### src/rtl/uart_pkt_mstr.sv
// uart_pkt_mstr -- UART command/response master with built-in 8N1 engines.
// A CMD_BYTES-wide command is latched in one handshake and sent MSB-byte
// first; RESP_BYTES received bytes are assembled into o_resp, first byte in
// the MSBs. Bytes with a bad stop bit are dropped and flagged on o_frm_err.
// Optional feature macro: UART_PKT_RESP_TIMEOUT_EN builds a response-window
// timer that raises o_resp_timeout if no full response follows a command.
module uart_pkt_mstr #(
  parameter int CMD_BYTES         = 2,
  parameter int RESP_BYTES        = 1,
  parameter int CLKS_PER_BIT      = 2604,
  parameter int RESP_TIMEOUT_CLKS = 1000000
) (
  input  logic                    i_clk,
  input  logic                    i_rst,
  input  logic                    i_send_cmd,
  input  logic [8*CMD_BYTES-1:0]  i_cmd,
  output logic                    o_tx,
  input  logic                    i_rx,
  output logic                    o_busy,
  output logic                    o_cmd_sent,
  output logic [8*RESP_BYTES-1:0] o_resp,
  output logic                    o_resp_rdy,
  input  logic                    i_clr_resp_rdy,
  output logic                    o_frm_err,
  output logic                    o_resp_timeout
);

  localparam int CMDW  = 8*CMD_BYTES;
  localparam int RESPW = 8*RESP_BYTES;
  localparam int CW    = $clog2(CLKS_PER_BIT);

  // Bit-timer terminal counts: full bit and half bit (start-bit centre).
  localparam logic [CW-1:0] BIT_END  = CW'(CLKS_PER_BIT-1);
  localparam logic [CW-1:0] HALF_END = CW'(CLKS_PER_BIT/2-1);
  localparam logic [3:0]    TX_LAST  = 4'(CMD_BYTES-1);
  localparam logic [3:0]    RX_LAST  = 4'(RESP_BYTES-1);

  // Shared state encoding for both serial engines.
  localparam logic [1:0] S_IDLE  = 2'd0;
  localparam logic [1:0] S_START = 2'd1;
  localparam logic [1:0] S_DATA  = 2'd2;
  localparam logic [1:0] S_STOP  = 2'd3;

  // ---------------------------------------------------------------- TX side
  logic [1:0]      r_tx_state;
  logic [CW-1:0]   r_tx_cnt;
  logic [2:0]      r_tx_bit;
  logic [3:0]      r_tx_nbytes;
  logic [CMDW-1:0] r_tx_shreg;
  logic [7:0]      r_tx_byte;
  logic            r_tx;
  logic            r_cmd_sent;

  logic w_accept;
  logic w_tx_bit_end;
  logic w_tx_done;

  assign w_accept     = i_send_cmd & (r_tx_state == S_IDLE);
  assign w_tx_bit_end = (r_tx_cnt == BIT_END);
  assign w_tx_done    = (r_tx_state == S_STOP) & w_tx_bit_end & (r_tx_nbytes == TX_LAST);

  // TX engine: the whole command sits in r_tx_shreg, top byte is always next.
  always_ff @(posedge i_clk or posedge i_rst) begin
    if (i_rst) begin
      r_tx_state  <= S_IDLE;
      r_tx_cnt    <= '0;
      r_tx_bit    <= '0;
      r_tx_nbytes <= '0;
      r_tx_shreg  <= '0;
      r_tx_byte   <= '0;
      r_tx        <= 1'b1;
    end else begin
      case (r_tx_state)
        S_IDLE: begin
          r_tx <= 1'b1;
          if (w_accept) begin
            r_tx_state  <= S_START;
            r_tx_shreg  <= i_cmd;
            r_tx_cnt    <= '0;
            r_tx_nbytes <= '0;
            r_tx        <= 1'b0;
          end
        end
        S_START: begin
          if (w_tx_bit_end) begin
            r_tx_cnt   <= '0;
            r_tx_bit   <= '0;
            r_tx_state <= S_DATA;
            r_tx       <= r_tx_shreg[CMDW-8];
            r_tx_byte  <= {1'b0, r_tx_shreg[CMDW-1:CMDW-7]};
          end else begin
            r_tx_cnt <= r_tx_cnt + 1'b1;
          end
        end
        S_DATA: begin
          if (w_tx_bit_end) begin
            r_tx_cnt <= '0;
            if (r_tx_bit == 3'd7) begin
              r_tx_state <= S_STOP;
              r_tx       <= 1'b1;
            end else begin
              r_tx_bit  <= r_tx_bit + 1'b1;
              r_tx      <= r_tx_byte[0];
              r_tx_byte <= {1'b0, r_tx_byte[7:1]};
            end
          end else begin
            r_tx_cnt <= r_tx_cnt + 1'b1;
          end
        end
        default: begin
          if (w_tx_bit_end) begin
            r_tx_cnt <= '0;
            if (w_tx_done) begin
              r_tx_state <= S_IDLE;
            end else begin
              // Next byte starts immediately: no idle gap between bytes.
              r_tx_state  <= S_START;
              r_tx_nbytes <= r_tx_nbytes + 1'b1;
              r_tx_shreg  <= r_tx_shreg << 8;
              r_tx        <= 1'b0;
            end
          end else begin
            r_tx_cnt <= r_tx_cnt + 1'b1;
          end
        end
      endcase
    end
  end

  // cmd_sent: set when the last stop bit ends, cleared by the next accept.
  always_ff @(posedge i_clk or posedge i_rst) begin
    if (i_rst)          r_cmd_sent <= 1'b0;
    else if (w_tx_done) r_cmd_sent <= 1'b1;
    else if (w_accept)  r_cmd_sent <= 1'b0;
  end

  assign o_tx       = r_tx;
  assign o_busy     = (r_tx_state != S_IDLE);
  assign o_cmd_sent = r_cmd_sent;

  // ---------------------------------------------------------------- RX side
  logic             r_rx_s1;
  logic             r_rx_s2;
  logic             r_rx_prev;
  logic [1:0]       r_rx_state;
  logic [CW-1:0]    r_rx_cnt;
  logic [2:0]       r_rx_bit;
  logic [7:0]       r_rx_byte;
  logic [RESPW-1:0] r_rx_shreg;
  logic [3:0]       r_rx_nbytes;
  logic [RESPW-1:0] r_resp;
  logic             r_resp_rdy;
  logic             r_frm_err;

  logic             w_stop_smp;
  logic             w_stop_ok;
  logic             w_resp_set;
  logic             w_to_fire;
  logic [RESPW+7:0] w_rx_cat;
  logic [RESPW-1:0] w_rx_next;

  assign w_stop_smp = (r_rx_state == S_STOP) & (r_rx_cnt == BIT_END);
  assign w_stop_ok  = w_stop_smp & r_rx_s2;
  assign w_resp_set = w_stop_ok & (r_rx_nbytes == RX_LAST);
  assign w_rx_cat   = {r_rx_shreg, r_rx_byte};
  assign w_rx_next  = w_rx_cat[RESPW-1:0];

  // Two-flop synchroniser plus a delayed copy for falling-edge detection.
  always_ff @(posedge i_clk or posedge i_rst) begin
    if (i_rst) begin
      r_rx_s1   <= 1'b1;
      r_rx_s2   <= 1'b1;
      r_rx_prev <= 1'b1;
    end else begin
      r_rx_s1   <= i_rx;
      r_rx_s2   <= r_rx_s1;
      r_rx_prev <= r_rx_s2;
    end
  end

  // RX engine: start-bit check at half bit, then samples every full bit.
  always_ff @(posedge i_clk or posedge i_rst) begin
    if (i_rst) begin
      r_rx_state <= S_IDLE;
      r_rx_cnt   <= '0;
      r_rx_bit   <= '0;
      r_rx_byte  <= '0;
    end else begin
      case (r_rx_state)
        S_IDLE: begin
          r_rx_cnt <= '0;
          if (r_rx_prev & ~r_rx_s2) r_rx_state <= S_START;
        end
        S_START: begin
          if (r_rx_cnt == HALF_END) begin
            r_rx_cnt   <= '0;
            r_rx_bit   <= '0;
            // A line already back high is a glitch, not a start bit.
            r_rx_state <= r_rx_s2 ? S_IDLE : S_DATA;
          end else begin
            r_rx_cnt <= r_rx_cnt + 1'b1;
          end
        end
        S_DATA: begin
          if (r_rx_cnt == BIT_END) begin
            r_rx_cnt  <= '0;
            r_rx_byte <= {r_rx_s2, r_rx_byte[7:1]};
            if (r_rx_bit == 3'd7) r_rx_state <= S_STOP;
            else                  r_rx_bit   <= r_rx_bit + 1'b1;
          end else begin
            r_rx_cnt <= r_rx_cnt + 1'b1;
          end
        end
        default: begin
          if (w_stop_smp) begin
            r_rx_cnt   <= '0;
            r_rx_state <= S_IDLE;
          end else begin
            r_rx_cnt <= r_rx_cnt + 1'b1;
          end
        end
      endcase
    end
  end

  // Response assembly: good bytes shift in, a bad stop bit restarts the count.
  always_ff @(posedge i_clk or posedge i_rst) begin
    if (i_rst) begin
      r_rx_shreg  <= '0;
      r_rx_nbytes <= '0;
      r_resp      <= '0;
      r_frm_err   <= 1'b0;
    end else begin
      r_frm_err <= w_stop_smp & ~r_rx_s2;
      if (w_stop_ok)  r_rx_shreg <= w_rx_next;
      if (w_resp_set) r_resp     <= w_rx_next;
      if (w_accept | w_to_fire)             r_rx_nbytes <= '0;
      else if (w_stop_smp & ~r_rx_s2)       r_rx_nbytes <= '0;
      else if (w_resp_set)                  r_rx_nbytes <= '0;
      else if (w_stop_ok)                   r_rx_nbytes <= r_rx_nbytes + 1'b1;
    end
  end

  // resp_rdy: a completing response beats a same-cycle clear.
  always_ff @(posedge i_clk or posedge i_rst) begin
    if (i_rst)                            r_resp_rdy <= 1'b0;
    else if (w_resp_set)                  r_resp_rdy <= 1'b1;
    else if (i_clr_resp_rdy | w_accept)   r_resp_rdy <= 1'b0;
  end

  assign o_resp     = r_resp;
  assign o_resp_rdy = r_resp_rdy;
  assign o_frm_err  = r_frm_err;

  // ----------------------------------------------------------- Resp timeout
`ifdef UART_PKT_RESP_TIMEOUT_EN
  localparam int TW = $clog2(RESP_TIMEOUT_CLKS+1);
  localparam logic [TW-1:0] TO_END = TW'(RESP_TIMEOUT_CLKS-1);

  logic          r_to_run;
  logic [TW-1:0] r_to_cnt;
  logic          r_to;

  assign w_to_fire = r_to_run & (r_to_cnt == TO_END) & ~w_resp_set;

  // Window opens when the command finishes and closes on a full response.
  always_ff @(posedge i_clk or posedge i_rst) begin
    if (i_rst) begin
      r_to_run <= 1'b0;
      r_to_cnt <= '0;
      r_to     <= 1'b0;
    end else if (w_accept) begin
      r_to_run <= 1'b0;
      r_to_cnt <= '0;
      r_to     <= 1'b0;
    end else if (w_tx_done) begin
      r_to_run <= 1'b1;
      r_to_cnt <= '0;
    end else if (w_resp_set) begin
      r_to_run <= 1'b0;
    end else if (w_to_fire) begin
      r_to_run <= 1'b0;
      r_to     <= 1'b1;
    end else if (r_to_run) begin
      r_to_cnt <= r_to_cnt + 1'b1;
    end
  end

  assign o_resp_timeout = r_to;
`else
  assign w_to_fire      = 1'b0;
  assign o_resp_timeout = 1'b0;
`endif

endmodule
### config.mk
export PLATFORM = sky130hd
export DESIGN_NAME = uart_pkt_mstr
export DESIGN_NICKNAME = d
export VERILOG_FILES = /design/src/rtl/uart_pkt_mstr.sv
export SDC_FILE = /design/constraint.sdc
export NUM_CORES = 1
export LEC_CHECK = 0
export ABC_AREA = 1
export CORE_MARGIN = 2
export CORE_UTILIZATION = 45
export DETAILED_ROUTE_END_ITERATION = 7
export GPL_TIMING_DRIVEN = 0
export PLACE_DENSITY = 0.69
export SYNTH_ARGS = -nofsm -noshare
export SYNTH_HDL_FRONTEND = slang
export SYNTH_SLANG_ARGS = --single-unit
### constraint.sdc
create_clock -name i_clk -period 5.38 [get_ports i_clk]
set_input_delay 1.076 -clock i_clk [delete_from_list [all_inputs] [get_ports i_clk]]
set_output_delay 1.076 -clock i_clk [all_outputs]
set_load 0.1 [all_outputs]
==> results.txt <==
CP Class = register to output port
Clock sinks = 88
Ranking of synthesized cells by area = dfrtp_1, nand2_1, inv_1
Core footprint = 0.0102 mm^2
Top delay family on crit path = buffers and inverters
WP data arrival = 3.00 ns
DR WL/cell = 11.7 um
Placer Congestion = 0.898
Final hold violations = 0
Post-Synthesis Net Count = 621
Storage cell area = 0.00221 mm^2
Synth area leader = dfrtp_1
Die area = 0.0112 mm^2
Internal = 0.00120 W
Leakage power = 2.56 nW
Setup Fix Bufs, Post-CTS = 0
Pin count of the biggest net entering global routing = 61
Slew HR = 0.353
Outcome = finished, final reports clean
Worst-Skew Late Latency = 0.36 ns
Area share of the largest cell type after synthesis = 0.450
Multi-input gate area = 0.00210 mm^2
Worst Path Required = 4.30 ns
Initial antenna violation count = 0
First-pass GRT wire length = 16500 um
Peak VDD IR = 0.425 mV
FFs w/ async S/R, synth = 1.00
EDFF count, synth = 0
Setup WS pre-CTS = 1.72 ns
Max Clock Freq = 245 MHz
Post_cts resized = 0
1st-iter DRT viols = 177
Switching Power = 0.000857 W
Cell repeated most along the worst path = buf_2
Sequential area share after synthesis = 0.473
Gr usage total = 0.179
Combinational fraction of design power = 0.376
Worst Hold Class = register to register
Total negative setup slack = 0 ns
H-tree depth = 3
Gr ovfl total = 0
Die Ht = 106 um
Unrepaired setup endpoints after global routing = false
Avg Cell Area, Syn = 7.99 um^2
Sum of buffers and inverters on the critical path = 5
# hold bufs at CTS = 0
Port Buffer Count = 33
Cells after Synth = 584
Fin util = 0.528
Clock share of power = 0.202
Worst Setup End Kind = output port
DRC = 0
Critical path's slowest cell = clkdlybuf4s50_1
Worst-case clock buffer depth = 2
Clk_skew = 0.0104 ns
Largest fanout on the critical path = 10
CP peak stage delay = 1.18 ns
Area Growth Syn to Fin = 15.2%
Antenna Nets Post-Route = 0
Power, Total = 0.00206 W
Final period util = 0.759
Routed WL = 9020 um
Number of max-cap violations = 0
#FFs+latches synth = 88
Vias in the first global route = 3777
Ys Warns = 0
Net switching fraction of the power = 0.417
Number of library cell types mapped by synthesis = 36
Routed vias = 3804
Final count of negative-setup-slack endpoints = 0
N_diodes = 0
Crit-path cells = inv_1 -> ha_1 -> inv_2 -> buf_2 -> buf_2 -> clkdlybuf4s50_1
Ys flop type = dfrtp_1
Share of cells above drive strength 1 = 0.110
Startpoint types = register
Worst-path clk slew = 0.09 ns
Final Max Slew Viols = 0
I/O pin count = 35
Initial core utilization = 0.458
TritonCTS clock tree = built
Final #Nets = 666
Number of cell rows = 37
Flop pwr share = 0.422
Via density = 4.94
First-pass iteration count of the detailed router = 5
Final Critical Period = 4.08 ns
Filler cells = 971
DPL Wire Length = 6630 um
Die width = 106 um
CTS root buf = clkbuf_8
CTS buffer count = 9
Synth Cell Area = 0.00467 mm^2
PwrDens = 383 mW/mm^2
Worst-margin pin slew = 0.968 ns
Final worst slack = 1.30 ns
-- area by class of cell --
class / instances / area share
plain buffers: 15 / 0.0170
well taps: 136 / 0.0316
clock inverters: 7 / 0.0102
inverters: 71 / 0.0500
multi-input cells: 410 / 0.391
flip-flops and latches: 88 / 0.411
clock buffers: 9 / 0.0230
repair buffers: 34 / 0.0666
-- path summary, 6_finish.rpt --
path                               start             to  slack [ns]  cells past startpoint
max                        r_tx_state[0]         o_busy        1.30                      6
min                              r_rx_s1        r_rx_s2        0.35                      0
max reg2reg                r_tx_state[0]  r_tx_shreg[2]        3.46                      9
min reg2reg                      r_rx_s1        r_rx_s2        0.35                      0
max in group asynchronous          i_rst        r_rx_s1        3.66                      3
min in group asynchronous          i_rst   r_rx_byte[1]        1.05                      2
-- layer usage --
layer / GRT usage / share of wire
met1: 0.233 / 0.47
met5: 0 / 0
met4: 0.0536 / 0.012
met2: 0.301 / 0.47
met3: 0.0365 / 0.045
-- cells by family after synthesis --
| group | Yosys count | synth area share |
|---|---|---|
| fa+ha+maj | 16 | 0.0429 |
| flops | 88 | 0.473 |
| other cells | 1 | 0.000804 |
| simple gates | 315 | 0.297 |
| mux | 6 | 0.0129 |
| compound gates | 59 | 0.0727 |
| buf+inv | 86 | 0.0767 |
| xor+xnor | 13 | 0.0244 |
-- power groups by stage --
stage          Combinational [W]  Clock [W]  Sequential, W
6_report                0.000774   0.000417       0.000868
4_1_cts                 0.000781   0.000431       0.000866
2_1_floorplan           0.000585          0       0.000872
5_1_grt                 0.000892   0.000456       0.000884
3_3_place_gp            0.000756          0       0.000872
3_5_place_dp            0.000778          0       0.000878
-- through the flow --
step	instance area (um^2)	hold WS (ns)	std cells
5_1_grt	5380	0.358	770
2_1_floorplan	4670	0.345	584
4_1_cts	5380	0.353	770
6_report	5380	0.350	770
3_3_place_gp	5170	0.348	753
3_5_place_dp	5200	0.347	754
-- cell usage in the layout (no fill, tap or decap), drive strengths merged --
cell,n
nand2,186
dfrtp,84
inv,72
nor2,54
o21ai,45
nand3,42
clkdlybuf4s50,33
nand4,19
ha,16
buf,13
clkbuf,12
xor2,10
nor3,9
a21oi,8
mux2i,6
o22ai,4
dfstp,4
clkinv,4
xnor2,3
nand3b,2
clkinvlp,2
or2,2
nor3b,1
a21boi,1
o31ai,1
conb,1
-- synth_stat cells (8+ instances only) --
master   number
nand2_1     180
dfrtp_1      84
inv_1        62
nor2_1       46
nand3_1      38
o21ai_0      25
nand4_1      19
ha_1         16
o21ai_1      12
xor2_1       10
nor3_1        9
inv_2         8
o21ai_2       8
-- state kept, by name, indices dropped and copies added, names as in the netlist, 2 cells and up --
signal / count
r_rx_byte: 8
r_tx_nbytes: 4
r_rx_cnt: 12
o_resp: 8
r_tx_cnt: 12
r_rx_nbytes: 4
r_rx_bit: 3
r_rx_state: 2
r_tx_bit: 3
r_tx_byte: 7
r_tx_shreg: 16
r_tx_state: 2
No activity file was read; power rests on OpenSTA's default activity.
